<file path="src/rtl/controle_multiciclo.sv">
// Multi-cycle control unit: sequences each instruction through fetch, decode,
// execute, memory and write-back, and drives the ULA operation and datapath enables.
module controle_multiciclo (
  input  logic        clock,
  input  logic        reset,
  input  logic [31:0] instrucao,
  input  logic        igual,
  output logic [3:0]  operacao,
  output logic        ula_fonte_b,
  output logic        pc_escreve,
  output logic [1:0]  pc_fonte,
  output logic        ir_escreve,
  output logic        reg_escreve,
  output logic        reg_destino,
  output logic        mem_para_reg,
  output logic        mem_le,
  output logic        mem_escreve,
  output logic        parado,
  output logic [2:0]  estado
);

  typedef enum logic [2:0] {
    BUSCA      = 3'b000,
    DECODIFICA = 3'b001,
    EXECUTA    = 3'b010,
    MEMORIA    = 3'b011,
    ESCRITA    = 3'b100,
    PARADO     = 3'b101
  } estado_t;

  localparam logic [5:0] OP_R    = 6'b000000;
  localparam logic [5:0] OP_ADDI = 6'b000001;
  localparam logic [5:0] OP_LW   = 6'b000010;
  localparam logic [5:0] OP_SW   = 6'b000011;
  localparam logic [5:0] OP_BEQ  = 6'b000100;
  localparam logic [5:0] OP_BNE  = 6'b000101;
  localparam logic [5:0] OP_JUMP = 6'b000110;
  localparam logic [5:0] OP_HALT = 6'b000111;
  localparam logic [5:0] OP_SLTI = 6'b001000;

  estado_t    state_q, state_d;
  logic [5:0] opcode_q, opcode_d;
  logic [3:0] funct_q, funct_d;
  logic       legal;

  // Only opcode and funct are decoded here; the remaining fields feed the datapath.
  logic unused_campos;
  assign unused_campos = ^instrucao[25:4];

  always_comb begin
    legal = 1'b0;
    case (instrucao[31:26])
      OP_R:    legal = (instrucao[3:0] <= 4'd5) || (instrucao[3:0] == 4'd8) ||
                       (instrucao[3:0] == 4'd9);
      OP_ADDI, OP_LW, OP_SW, OP_BEQ, OP_BNE,
      OP_JUMP, OP_HALT, OP_SLTI: legal = 1'b1;
      default: legal = 1'b0;
    endcase
  end

  always_ff @(posedge clock) begin
    if (reset) begin
      state_q  <= BUSCA;
      opcode_q <= '0;
      funct_q  <= '0;
    end else begin
      state_q  <= state_d;
      opcode_q <= opcode_d;
      funct_q  <= funct_d;
    end
  end

  always_comb begin
    state_d      = state_q;
    opcode_d     = opcode_q;
    funct_d      = funct_q;
    operacao     = 4'b0000;
    ula_fonte_b  = 1'b0;
    pc_escreve   = 1'b0;
    pc_fonte     = 2'b00;
    ir_escreve   = 1'b0;
    reg_escreve  = 1'b0;
    reg_destino  = 1'b0;
    mem_para_reg = 1'b0;
    mem_le       = 1'b0;
    mem_escreve  = 1'b0;
    parado       = 1'b0;
    estado       = state_q;

    case (state_q)
      BUSCA: begin
        ir_escreve = 1'b1;
        pc_escreve = 1'b1;
        state_d    = DECODIFICA;
      end
      DECODIFICA: begin
        opcode_d = instrucao[31:26];
        funct_d  = instrucao[3:0];
        if (!legal || instrucao[31:26] == OP_HALT) state_d = PARADO;
        else                                       state_d = EXECUTA;
      end
      EXECUTA: begin
        state_d = BUSCA;
        case (opcode_q)
          OP_R:    begin operacao = funct_q; state_d = ESCRITA; end
          OP_ADDI: begin ula_fonte_b = 1'b1; state_d = ESCRITA; end
          OP_SLTI: begin operacao = 4'b1000; ula_fonte_b = 1'b1; state_d = ESCRITA; end
          OP_LW, OP_SW: begin ula_fonte_b = 1'b1; state_d = MEMORIA; end
          // Branch taken decision is the only output that depends on a live input.
          OP_BEQ:  begin operacao = 4'b0110; pc_fonte = 2'b01; pc_escreve = igual; end
          OP_BNE:  begin operacao = 4'b0111; pc_fonte = 2'b01; pc_escreve = igual; end
          OP_JUMP: begin pc_fonte = 2'b10; pc_escreve = 1'b1; end
          default: state_d = BUSCA;
        endcase
      end
      MEMORIA: begin
        if (opcode_q == OP_LW) begin
          mem_le  = 1'b1;
          state_d = ESCRITA;
        end else begin
          mem_escreve = 1'b1;
          state_d     = BUSCA;
        end
      end
      ESCRITA: begin
        reg_escreve  = 1'b1;
        reg_destino  = (opcode_q == OP_R);
        mem_para_reg = (opcode_q == OP_LW);
        state_d      = BUSCA;
      end
      PARADO: begin
        parado = 1'b1;
      end
      default: state_d = BUSCA;
    endcase

    // Reset silences every output at once so no partial write escapes mid-instruction.
    if (reset) begin
      operacao     = 4'b0000;
      ula_fonte_b  = 1'b0;
      pc_escreve   = 1'b0;
      pc_fonte     = 2'b00;
      ir_escreve   = 1'b0;
      reg_escreve  = 1'b0;
      reg_destino  = 1'b0;
      mem_para_reg = 1'b0;
      mem_le       = 1'b0;
      mem_escreve  = 1'b0;
      parado       = 1'b0;
      estado       = 3'b000;
    end
  end

endmodule

</file>
<file path="config.mk">
export PLATFORM = sky130hd
export DESIGN_NAME = controle_multiciclo
export DESIGN_NICKNAME = d
export VERILOG_FILES = /design/src/rtl/controle_multiciclo.sv
export SDC_FILE = /design/constraint.sdc
export NUM_CORES = 1
export LEC_CHECK = 0
export ABC_CLOCK_PERIOD_IN_PS = 2700
export CAP_MARGIN = 10
export CORE_UTILIZATION = 41
export CTS_BUF_LIST = sky130_fd_sc_hd__clkbuf_4 sky130_fd_sc_hd__clkbuf_8
export DETAILED_ROUTE_END_ITERATION = 8
export PLACE_DENSITY = 0.88
export SYNTH_ARGS = -nofsm -noshare
export SYNTH_HDL_FRONTEND = slang
export SYNTH_SLANG_ARGS = --single-unit
</file>
<file path="constraint.sdc">
create_clock -name clock -period 2.7 [get_ports clock]
set_input_delay 0.27 -clock clock [delete_from_list [all_inputs] [get_ports clock]]
set_output_delay 0.27 -clock clock [all_outputs]
set_load 0.01 [all_outputs]
</file>
## Word-level counts from Yosys, hierarchy flattened

Cells that the tools add are included.

- Input bits: 35
- Word-level logic and storage cells: 72
- Flip-flop bits (word level): 13
- Output and inout bits: 18

- Equality and inequality tests: 22
- Muxes and demuxes: 34
- Magnitude comparators: 1
- Reduce and logical (&&, ||, !) cells: 12

Operator list:

| operator | number |
|---|---|
| == test 6 x 3 -> 1 bit, second input constant | 7 |
| == test 6 x 2 -> 1 bit, second input constant | 4 |
| 2-to-1 mux 1 bit | 20 |
| case mux 4 bit (4 select lines) | 1 |
| case mux 3 bit (5 select lines) | 1 |
| == test 6 x 1 -> 1 bit, second input constant | 2 |
| == test 6 x 4 -> 1 bit, second input constant | 2 |
| logical NOT 6 bit | 2 |
| 2-to-1 mux 3 bit | 3 |
| == test 4 bit, second input constant | 2 |
| 2-to-1 mux 4 bit | 2 |
| OR reduction 8 bit | 1 |
| == test 3 x 2 -> 1 bit, second input constant | 2 |
| == test 3 bit, second input constant | 2 |
| case mux 1 bit (2 select lines) | 3 |
| case mux 3 bit (2 select lines) | 1 |
| <= comparator 4 x 3 -> 1 bit, second input constant | 1 |
| 2-to-1 mux 2 bit | 2 |
| case mux 2 bit (2 select lines) | 1 |
| OR reduction 2 bit | 2 |
| OR reduction 4 bit | 1 |
| == test 3 x 1 -> 1 bit, second input constant | 1 |
| logical NOT 3 bit | 1 |
| logical OR 1 bit | 3 |
| 2 further kinds | 2 |

## Longest topological paths before layout

Gate-level depths: netlist (run 1).

- Depth in word-level cells: 8
- Mapped depth: 5
- Depth with buffers taken out: 4

## Least setup slack after synthesis (run 1)

No wires, ideal clock.

- Path type: register to output
- Start point: register state_q[0]
- End point: output port operacao[0]
- Arrival: 1.347 ns
- Stages on the path, launching flop included: 6
- Data required time: 2.430 ns
- Buffers on the path: 1
- Setup slack: 1.083 ns
- Cell sequence: dfxtp_1 > buf_6 > nor4_4 > nand2_1 > nor3_1 > a21boi_0

- Word-level cells in the longest chain between the ends: 3

Ends and longest elaborated chain:

| what | line | text |
|---|---|---|
| from (decl) | 41 | `estado_t state_q, state_d;` |
| from (signal assigned) | 67 | `state_q <= state_d;` |
| == test 3 x 2 -> 1 bit | 90 | `case (state_q)` |
| 2-to-1 mux 4 bit | 90 |  |
| 2-to-1 mux 4 bit | 138 | `if (reset) begin` |
| to (decl) | 8 | `output logic [3:0] operacao,` |

No other way between the ends.

## Worst setup path in the final report (run 1)

- Start point: register state_q[2]
- End point: output port operacao[0]

The elaborated chain is that of the path after synthesis.

==> metrics.md, run 1 <==
| Metric | Value |
|---|---|
| Final instance area | `0.00118 mm²` |
| Post-DP HPWL | `1580 µm` |
| Initial antenna violation count | `0` |
| Synthesis-to-layout area growth | `37.3%` |
| Setup bufs post-CTS | `0` |
| Synth Cell Area | `862 µm²` |
| DIE WIDTH | `47.9 µm` |
| Met2 layer wire length in the routed design | `1070 µm` |
| Seq/Total Area, Yosys | `0.302` |
| CORE AREA | `0.00196 mm²` |
| Maximum buffer depth of the clock tree | `2` |
| Max-capacitance violation count | `0` |
| Number of synthesized register bits | `13` |
| Cell Rows | `16` |
| Layout Nets | `177` |
| Post-DR vias/cell | `5.39` |
| Initial Util | `0.439` |
| Final Hold Fails | `0` |
| Port Buffer Count | `30` |
| Wl on met1 | `920 µm` |
| Crit end category | `primary output` |
| Post-synth cell types | `34` |
| Final GP Congestion | `0.834` |
| Largest stage delay, worst path | `560 ps` |
| CTS HTree Levels | `1` |
| CTS buffer count | `3` |
| Clock Tree Root | `clkbuf_4` |
| Slowest CP cell | `clkdlybuf4s50_1` |
| # setup viols final | `0` |
| Post-DR wirelength/cell | `12.5 µm` |
| Mapped Cells | `115` |
| Vias in the first global route | `669` |
| Vias | `905` |
| Slew Viols, Final | `0` |
| WP buf/inv | `1` |
| Antenna diode count | `0` |
| Crit Path Max Fanout | `19` |
| DRC viols | `0` |
| RSZ-0062 raised after global routing | `false` |
| Worst-path clk slew | `80 ps` |
| First-pass GRT wire length | `2880 µm` |
| Mapped Nets | `150` |
| Skew-Pair Late Insertion Delay | `280 ps` |
| Peak Freq | `0.410 GHz` |
| Setup tns final | `0 ps` |
| Slew headroom | `0.557` |
| CP arrival | `2170 ps` |
| Min Tclk post-route | `2440 ps` |
| Syn avg cell area | `7.50 µm²` |
| Data required time of the critical path | `2430 ps` |
| PD cells | `419 mW/mm²` |
| # IOs | `53` |
| Hold/Removal Path Class | `flip-flop to flip-flop` |
| Skew final | `0.892 ps` |
| CTS tree | `done` |
| Die ar. | `0.00229 mm²` |
| Fin crit share | `0.902` |
| Leakage power | `0.422 nW` |
| Fraction of layout cells with a size suffix above 1 | `0.106` |
| Max layer used | `met4` |
| Num Clock Sinks | `13` |
| Final ANT Viol Nets | `0` |
| Crit-path leading delay family | `simple AND/OR/NAND/NOR gates` |
| Fillers | `175` |
| Max VDD drop | `0.294 mV` |
| Overall Global Routing Usage | `0.183` |
| Router iterations before antenna repair | `4` |
| Setup Crit Path Kind | `flip-flop to primary output` |
| Largest net degree at the start of global routing | `20` |
| Worst-Margin Slew | `663 ps` |
| Ys Warns | `0` |
| Post-Place Cell Area | `0.00115 mm²` |
| Critical path startpoint category | `flip-flop` |
| Crit path cell chain | `nor4_4 -> nand2_1 -> nor3_2 -> a21boi_0 -> clkdlybuf4s50_1` |
| Die H | `47.9 µm` |
| Status | `completed` |
| Final WL | `2100 µm` |
| Overflow after GRT | `0` |
| DR iter-0 viols | `11` |
| Met3 wire length | `79 µm` |
==> cells in the final DEF, fill, tap and decap left out, types with 2 or more instances in the layout <==
master	instances
a21oi_1	14
and3_2	2
clkbuf_4	4
clkdlybuf4s50_1	30
dfxtp_1	13
inv_1	6
nand2_1	15
nand2b_1	3
nor2_1	9
nor2b_1	2
nor3_1	7
nor4_1	2
nor4_4	2
o21a_1	2
o21ai_0	12
==> synth_stat cells <==
library cell	n	area (µm²)
a21boi_2	1	11.3
nand2_1	15	56.3
a21boi_0	1	7.51
nor2b_1	2	12.5
maj3_1	1	10.0
nor3_1	8	40.0
nor4_4	2	42.5
buf_1	1	3.75
nand3_1	1	5.00
xor2_1	1	8.76
inv_1	6	22.5
o2bb2ai_1	1	8.76
o211ai_1	1	7.51
a21oi_1	14	70.1
nor2_1	9	33.8
nand2b_1	3	18.8
and3_2	2	15.0
a211oi_1	1	7.51
o21ai_0	12	60.1
clkbuf_1	3	11.3
a2111oi_2	1	15.0
buf_2	2	10.0
buf_4	1	7.51
nor2_2	1	6.26
dfxtp_1	13	260
o21a_1	2	15.0
o21bai_1	1	7.51
buf_6	2	22.5
nand4_2	1	12.5
nand4b_1	1	8.76
nor4_1	2	12.5
o311ai_0	1	8.76
a221oi_2	1	15.0
and2b_1	1	7.51
==> layout make-up <==
class | count | area [µm²] | share of cell area
Tap cell | 27 | 33.8 | 0.0285
Multi-Input combinational cell | 87 | 529 | 0.447
Inverter | 6 | 22.5 | 0.0190
Clock buffer | 4 | 30.0 | 0.0254
Sequential cell | 13 | 260 | 0.220
Timing Repair Buffer | 31 | 308 | 0.260
==> worst reg2reg max path: stages, from the launching register on <==
cell and delay (ps):
dfxtp_1 530, nand2b_1 330, nor2_2 390, nand2_1 110, a21oi_1 150
==> final timing paths <==
| check | startpoint | endpoint | slack [ps] | cells past startpoint |
|---|---|---|---|---|
| setup reg to reg | state_q[0] | opcode_q[5] | 1130 | 4 |
| hold reg to reg | funct_q[2] | funct_q[2] | 470 | 2 |
| setup / recovery | state_q[2] | operacao[0] | 260 | 5 |
| hold / removal | funct_q[2] | funct_q[2] | 470 | 2 |
==> where the power goes <==
part,internal (mW),switching (mW)
clock,0.0674,0.0619
combinational,0.0651,0.0609
sequential,0.207,0.0337
==> what timing repair did <==
item                       in CTS  in global routing
setup endpoints to repair       0                  1
resized for setup               0                  1
hold buffers                    0                  0
==> cells by family (layout without fill, tap and decap cells) <==
logic type | after synthesis | in the layout | share of synthesized area
AOI/OAI and AO/OA | 37 | 37 | 0.271
xor gates and xnor gates | 1 | 1 | 0.0102
adders and majority gates | 1 | 1 | 0.0116
buffers and inverters | 15 | 41 | 0.0900
DFF | 13 | 13 | 0.302
and+or+nand+nor | 48 | 48 | 0.315
==> metrics by stage <==
step	total power, mW	util	setup WS [ps]	hold WS, ps	instances
after floorplan	0.325	-	1080	406	115
after global placement	0.365	0.585	369	463	164
after detailed placement	0.369	0.585	276	463	164
after CTS	0.497	0.601	136	473	168
after global routing	0.525	0.603	96.6	508	168
final	0.496	0.603	264	472	168
==> routing by layer <==
metal	vias to the layer above	GRT usage
li1	458	-
met5	-	0
met1	420	0.228
met2	23	0.297
met3	4	0.0415
met4	0	0.0833
==> flip-flops by register name, indices dropped and copies added (netlist names) <==
register  cells
funct_q       4
opcode_q      6
state_q       3
(Power assumes the default switching activity.)
==> run 2: changes to the inputs <==
Settings changed: CORE_UTILIZATION 41 to 39, CTS_BUF_LIST sky130_fd_sc_hd__clkbuf_4 sky130_fd_sc_hd__clkbuf_8 to sky130_fd_sc_hd__clkbuf_16, PLACE_DENSITY 0.88 to 0.84.
==> run 2 against run 1 <==
Combinational power is essentially flat. Register-to-register slack is essentially flat. Critical path depth is the same. Cell count is the same. Fmax shrank 0.62%. Clock-buffer cell count shrank 1. Total power grew 28%. Critical path type unchanged. Critical endpoint unchanged. Largest cell class unchanged. Highest routed layer unchanged.
==> metrics.md, run 2 (same netlist as run 1, synthesis figures left out) <==
| Metric | Value |
|---|---|
| Min Tclk post-route | `2450 ps (was 2440 ps)` |
| CTS HTree Levels | `1 (unchanged)` |
| Antenna diode count | `0 (unchanged)` |
| Final WL | `2020 µm (was 2100 µm)` |
| DIE WIDTH | `49.0 µm (was 47.9 µm)` |
| Hold Path Depth | `2 (unchanged)` |
| Max-capacitance violation count | `0 (unchanged)` |
| Max FFs per register | `6 (unchanged)` |
| Skew-Pair Late Insertion Delay | `240 ps (was 280 ps)` |
| Crit path cell chain | `nor4_4 -> nand2_1 -> nor3_1 -> a21boi_0 -> clkdlybuf4s50_1 (was nor4_4 -> nand2_1 -> nor3_2 -> a21boi_0 -> clkdlybuf4s50_1)` |
| Overall Global Routing Usage | `0.187 (was 0.183)` |
| Critical path startpoint category | `flip-flop (unchanged)` |
| Die ar. | `0.00240 mm² (was 0.00229 mm²)` |
| Initial Util | `0.426 (was 0.439)` |
| Post-DR wirelength/cell | `12.0 µm (was 12.5 µm)` |
| Crit end category | `primary output (unchanged)` |
| RSZ-0062 raised after global routing | `false (unchanged)` |
| Hold/Removal Path Class | `flip-flop to flip-flop (unchanged)` |
| Largest stage delay, worst path | `560 ps (about the same)` |
| Worst-Margin Slew | `669 ps (was 663 ps)` |
| DP Cell Count | `164 (unchanged)` |
| Worst Hold Launch | `funct_q[3] (was funct_q[2])` |
| CTS buffer count | `3 (unchanged)` |
| Clock Tree Root | `clkbuf_16 (was clkbuf_4)` |
| Slowest CP cell | `clkdlybuf4s50_1 (unchanged)` |
| Skew final | `1.24 ps (was 0.892 ps)` |
| Status | `completed (unchanged)` |
| CP arrival | `2180 ps (was 2170 ps)` |
| Most frequent cells in the layout | `30 x clkdlybuf4s50_1, 15 x nand2_1, 14 x a21oi_1 (unchanged)` |
| Total design power | `637 µW (was 496 µW)` |
| Router iterations before antenna repair | `4 (unchanged)` |
| Setup bufs post-CTS | `0 (unchanged)` |
| Fraction of layout cells with a size suffix above 1 | `0.0922 (was 0.106)` |
| Initial antenna violation count | `0 (unchanged)` |
| Max VDD drop | `0.479 mV (was 0.294 mV)` |
| Port Buffer Count | `30 (unchanged)` |
| PD cells | `519 mW/mm² (was 419 mW/mm²)` |
| Post-DR vias/cell | `5.39 (unchanged)` |
| Setup tns final | `0 ps (unchanged)` |
| Final Hold Fails | `0 (unchanged)` |
| Crit Path Max Fanout | `19 (unchanged)` |
| CTS tree | `done (unchanged)` |
| Slew Viols, Final | `0 (unchanged)` |
| Post-CTS Hold Fix Bufs | `0 (unchanged)` |
| Maximum buffer depth of the clock tree | `2 (unchanged)` |
| DRC viols | `0 (unchanged)` |
| CORE AREA | `0.00202 mm² (was 0.00196 mm²)` |
| Vias | `905 (unchanged)` |
| Final GP Congestion | `0.778 (was 0.834)` |
| Top reg by flops | `opcode_q (unchanged)` |
| WHS Endpoint | `funct_q[3] (was funct_q[2])` |
| Num Clock Sinks | `13 (unchanged)` |
| Biggest regs | `opcode_q: 6 flops, funct_q: 4 flops, state_q: 3 flops (unchanged)` |
| Synthesis-to-layout area growth | `42.4% (was 37.3%)` |
| Peak Freq | `0.408 GHz (was 0.410 GHz)` |
| Data required time of the critical path | `2430 ps (about the same)` |
| Crit path launch | `state_q[2] (unchanged)` |
| # IOs | `53 (unchanged)` |
| Post-DP HPWL | `1510 µm (was 1580 µm)` |
| Fin crit share | `0.908 (was 0.902)` |
| # setup viols final | `0 (unchanged)` |
| Slew headroom | `0.553 (was 0.557)` |
| Commonest non-fill, non-tap cell in the layout | `clkdlybuf4s50_1 (unchanged)` |
| First-pass GRT wire length | `3420 µm (was 2880 µm)` |
| Cts repair resizes | `0 (unchanged)` |
| Die H | `49.0 µm (was 47.9 µm)` |
| Cell Rows | `16 (unchanged)` |
| Reg-to-reg endpoint | `opcode_q[3] (was opcode_q[5])` |
| Layout Nets | `177 (unchanged)` |
| DR iter-0 viols | `38 (was 11)` |
| Worst R2R Setup Slack | `1140 ps (was 1130 ps)` |
| Worst-path clk slew | `40 ps (was 80 ps)` |
| Vias in the first global route | `798 (was 669)` |
| Post-Layout Cell Count | `168 (unchanged)` |
| Setup Crit Path Kind | `flip-flop to primary output (unchanged)` |
| Final ANT Viol Nets | `0 (unchanged)` |
| DP Worst Slack | `331 ps (was 276 ps)` |
| Reg2Reg Depth | `4 (unchanged)` |
| Overflow after GRT | `0 (unchanged)` |
| Worst Setup Slack, final | `248 ps (was 264 ps)` |
| Hold slack final | `490 ps (was 472 ps)` |
| Largest net degree at the start of global routing | `20 (unchanged)` |
| RR Startpoint | `state_q[0] (unchanged)` |
| Leakage power | `0.442 nW (was 0.422 nW)` |
## run 2: cell count changes in the layout (fill, tap and decap cells not counted), sizes merged
cell and delta:
inv +1, clkbuf -1
## run 2: final cells by class
class / count / area, µm²
fillers: 178 / 795
multi-input cells: 87 / 524
repair buffers: 31 / 308
flip-flops and latches: 13 / 260
clock buffers: 3 / 75.1
well taps: 27 / 33.8
inverters: 6 / 22.5
clock inverters: 1 / 3.75
## run 2: worst max-delay path by stage
| stage | end |
|---|---|
| after CTS | operacao[0] |
| final | operacao[0] |
| after global routing | reg_destino |
| after floorplan | operacao[0] |
| after detailed placement | operacao[0] |
| after global placement | reg_destino |
## run 2: where the power goes
| group | internal (mW) | switching, mW | total (mW) |
|---|---|---|---|
| clock | 0.194 | 0.0745 | 0.269 |
| combinational | 0.0650 | 0.0613 | 0.126 |
| sequential | 0.208 | 0.0333 | 0.242 |
## run 2: critical path: cells and delay by family, from the launching register on
family / cells / cell delay (ps)
compound gates: 1 / 230
buf+inv: 1 / 560
simple gates: 3 / 640
flops: 1 / 510
## run 2: per-stage QoR
stage               instance area (µm²)   util
global route                       1230  0.607
CTS                                1230  0.607
global placement                   1150  0.568
floorplan                           862      -
detailed placement                 1150  0.568
finish                             1230  0.607
## run 2: layer usage
metal | wire (µm) | vias up | GRT usage | part of all wire
met5 | 0 | - | 0 | 0
met3 | 105 | 5 | 0.0374 | 0.052
met2 | 904 | 42 | 0.313 | 0.45
li1 | - | 457 | - | -
met1 | 964 | 401 | 0.222 | 0.48
met4 | 42 | 0 | 0.103 | 0.021
==> run 3: changes to the inputs <==
Settings changed: ABC_AREA set to 1, CORE_UTILIZATION 39 to 38.
==> run 3 against run 2 <==
Sequential share of layout area increased by 0.22 points. Global-route usage increased by 0.78 points. Synthesized cell count increased by 12%. Die area decreased by 3.5%. Clock-buffer cell count unchanged. Worst hold slack got worse by 35 ps. Synthesized area decreased by 6.1%. Routed wire length increased by 3.2%. Core utilization increased by 0.60 points. Sequential power decreased by 6%. Fmax increased by 7.4%. Clock skew increased by 1.9 ps. Critical endpoint unchanged. Largest power group unchanged.
==> metrics.md, run 3 <==
| Metric | Value |
|---|---|
| Overflow after GRT | `0 (unchanged)` |
| Cell-internal power | `468 µW (about the same)` |
| Slew headroom | `0.800 (was 0.553)` |
| Synthesis-to-layout area growth | `50.1% (was 42.4%)` |
| Crit Path Max Fanout | `9 (was 19)` |
| WHS Endpoint | `funct_q[0] (was funct_q[3])` |
| DRC viols | `0 (unchanged)` |
| Crit end category | `primary output (unchanged)` |
| Vias in the first global route | `784 (was 798)` |
| Commonest non-fill, non-tap cell in the layout | `clkdlybuf4s50_1 (unchanged)` |
| Reg-to-reg endpoint | `opcode_q[5] (was opcode_q[3])` |
| Largest net degree at the start of global routing | `19 (was 20)` |
| DR iter-0 viols | `19 (was 38)` |
| Skew-Pair Late Insertion Delay | `240 ps (about the same)` |
| Final GP Congestion | `0.938 (was 0.778)` |
| Ys Warns | `0 (unchanged)` |
| Post-DP HPWL | `1550 µm (was 1510 µm)` |
| Skew final | `3.14 ps (was 1.24 ps)` |
| CP arrival | `2010 ps (was 2180 ps)` |
| # setup viols final | `0 (unchanged)` |
| Hold Path Depth | `2 (unchanged)` |
| Post-DR vias/cell | `5.04 (was 5.39)` |
| Sequential power share | `0.349 (was 0.379)` |
| Worst Setup Slack, final | `417 ps (was 248 ps)` |
| Logic pwr share | `0.232 (was 0.198)` |
| Most frequent cells in the layout | `30 x clkdlybuf4s50_1, 22 x nand2_1, 20 x inv_1, 20 x nor2_1, 17 x a21oi_1 (was 30 x clkdlybuf4s50_1, 15 x nand2_1, 14 x a21oi_1)` |
| Synth Area in Simple Gates | `0.371 (was 0.315)` |
| Synth Area in Compound Gates | `0.192 (was 0.271)` |
| Synth top area share | `0.321 (was 0.302)` |
| Area contributors post-synth | `dfxtp_1 32%, a21oi_1 11%, nand2_1 10% (was dfxtp_1 30%, a21oi_1 8.1%, o21ai_0 7.0%)` |
| RSZ-0062 raised after global routing | `false (unchanged)` |
| Total design power | `654 µW (was 637 µW)` |
| Max VDD drop | `0.366 mV (was 0.479 mV)` |
| Layout Nets | `198 (was 177)` |
| Status | `completed (unchanged)` |
| Final WL | `2080 µm (was 2020 µm)` |
| Worst R2R Setup Slack | `1350 ps (was 1140 ps)` |
| Post-synthesis mux area share | `0 (unchanged)` |
| DP Worst Slack | `443 ps (was 331 ps)` |
| CORE AREA | `0.00198 mm² (was 0.00202 mm²)` |
| Peak Freq | `0.438 GHz (was 0.408 GHz)` |
| RR Startpoint | `state_q[0] (unchanged)` |
| Adder-cell share of the synthesized area | `0 (was 0.0116)` |
| Max FFs per register | `6 (unchanged)` |
| Largest family of logic cells by synthesized area | `simple AND/OR/NAND/NOR gates (unchanged)` |
| Critical path startpoint category | `input port (was flip-flop)` |
| Most frequent cell after synthesis | `nand2_1 (unchanged)` |
| Vias | `953 (was 905)` |
| Final Util | `0.613 (was 0.607)` |
| Overall Global Routing Usage | `0.195 (was 0.187)` |
| CTS buffer count | `3 (unchanged)` |
| Post-CTS Hold Fix Bufs | `0 (unchanged)` |
| # IOs | `53 (unchanged)` |
| PD cells | `538 mW/mm² (was 519 mW/mm²)` |
| Mapped Cells | `129 (was 115)` |
| Setup bufs post-CTS | `0 (unchanged)` |
| Synth area leader | `dfxtp_1 (unchanged)` |
| CTS tree | `done (unchanged)` |
| Worst Hold Launch | `funct_q[0] (was funct_q[3])` |
| DP Cell Count | `185 (was 164)` |
| Switching share of power | `0.284 (was 0.265)` |
| Clock Tree Root | `clkbuf_16 (unchanged)` |
| Reg2Reg Depth | `6 (was 4)` |
| Biggest regs | `opcode_q: 6 flops, funct_q: 4 flops, state_q: 3 flops (unchanged)` |
| Hold/Removal Path Class | `flip-flop to flip-flop (unchanged)` |
| Synth Cell Area | `810 µm² (was 862 µm²)` |
| NetSw | `186 µW (was 169 µW)` |
| CTS HTree Levels | `1 (unchanged)` |
| Min Tclk post-route | `2280 ps (was 2450 ps)` |
| Seq/Total Area, Yosys | `0.321 (was 0.302)` |
| Leakage power | `0.515 nW (was 0.442 nW)` |
| EDFF count, synth | `0 (unchanged)` |
| Cell Rows | `16 (unchanged)` |
| Maximum buffer depth of the clock tree | `2 (unchanged)` |
| Synth async-reset ratio | `0 (unchanged)` |
| Fraction of layout cells with a size suffix above 1 | `0.0802 (was 0.0922)` |
| Post-synth cell types | `22 (was 34)` |
| DIE WIDTH | `48.2 µm (was 49.0 µm)` |
| Post-synth top cells | `22 x nand2_1, 20 x nor2_1, 19 x inv_1, 17 x a21oi_1, 13 x dfxtp_1 (was 15 x nand2_1, 14 x a21oi_1, 13 x dfxtp_1, 12 x o21ai_0, 9 x nor2_1)` |
| Data required time of the critical path | `2430 ps (about the same)` |
| Initial antenna violation count | `0 (unchanged)` |
| Worst-Margin Slew | `298 ps (was 669 ps)` |
| Num Clock Sinks | `13 (unchanged)` |
| Post-DR wirelength/cell | `11.0 µm (was 12.0 µm)` |
| Syn avg cell area | `6.28 µm² (was 7.50 µm²)` |
| Worst-path clk slew | `40 ps (about the same)` |
| Clock network power share | `0.420 (was 0.422)` |
| Post-Synth XOR/XNOR Area | `0 (was 0.0102)` |
| Final ANT Viol Nets | `0 (unchanged)` |
| Ys flop type | `dfxtp_1 (unchanged)` |
| Cts repair resizes | `0 (unchanged)` |
| Antenna diode count | `0 (unchanged)` |
| Max-capacitance violation count | `0 (unchanged)` |
| Post-Layout Cell Count | `189 (was 168)` |
| First-pass GRT wire length | `3130 µm (was 3420 µm)` |
| Die ar. | `0.00232 mm² (was 0.00240 mm²)` |
| Port Buffer Count | `30 (unchanged)` |
| Fin crit share | `0.846 (was 0.908)` |
| Mapped Nets | `164 (was 150)` |
| Setup tns final | `0 ps (unchanged)` |
| Number of synthesized register bits | `13 (unchanged)` |
| Final Hold Fails | `0 (unchanged)` |
| Setup Crit Path Kind | `input port to primary output (was flip-flop to primary output)` |
| Initial Util | `0.408 (was 0.426)` |
| Die H | `48.2 µm (was 49.0 µm)` |
| Slew Viols, Final | `0 (unchanged)` |
| Router iterations before antenna repair | `4 (unchanged)` |
| Top reg by flops | `opcode_q (unchanged)` |
## run 3: final cells by class
| type | count | area, µm² |
|---|---|---|
| clock buffer | 3 | 75.1 |
| clock inverter | 1 | 3.75 |
| fill | 174 | 767 |
| inverter | 21 | 78.8 |
| multi-input combinational | 93 | 455 |
| sequential | 13 | 260 |
| tap | 27 | 33.8 |
| timing repair buffer | 31 | 308 |
## run 3: stage by stage
| stage | instance area [µm²] | hold slack, ps |
|---|---|---|
| 3_5_place_dp | 1140 | 445 |
| 2_1_floorplan | 810 | 413 |
| 6_report | 1210 | 455 |
| 3_3_place_gp | 1140 | 442 |
| 4_1_cts | 1210 | 452 |
| 5_1_grt | 1210 | 484 |
## run 3: power groups by stage
stage / Sequential, mW / Clock [mW] / Combinational (mW)
after global placement: 0.228 / 0 / 0.142
after CTS: 0.227 / 0.279 / 0.150
final: 0.228 / 0.274 / 0.151
after global routing: 0.229 / 0.288 / 0.170
after floorplan: 0.227 / 0 / 0.0968
after detailed placement: 0.229 / 0 / 0.148
## run 3: kinds of logic (layout without fill, tap and decap cells)
| group | Yosys count | after routing |
|---|---|---|
| AO/OA/AOI/OAI | 29 | 29 |
| buffers and inverters | 23 | 56 |
| flip-flops | 13 | 13 |
| AND/OR/NAND/NOR | 64 | 64 |
## run 3: critical path, cell delays in order
cell and delay, ps:
clkdlybuf4s50_1 420, inv_1 230, nand2_2 130, or2_0 230
a21oi_1 170, clkdlybuf4s50_1 550
## run 3: worst max path at each step
stage / depth (start not counted) / startpoint / to / slack [ps]
floorplan: 8 / state_q[1] / pc_escreve / 1330
global route: 9 / reset / pc_escreve / 310
global placement: 6 / reset / operacao[0] / 450
finish: 6 / reset / operacao[0] / 420
detailed placement: 6 / reset / operacao[0] / 440
CTS: 6 / reset / operacao[3] / 430
## run 3: layer usage
metal	routed length [µm]	vias up	GRT usage	share of wire
li1	-	486	-	-
met1	925	433	0.231	0.44
met2	1030	29	0.325	0.50
met3	77	5	0.0222	0.037
met4	48	0	0.133	0.023
met5	0	-	0	0
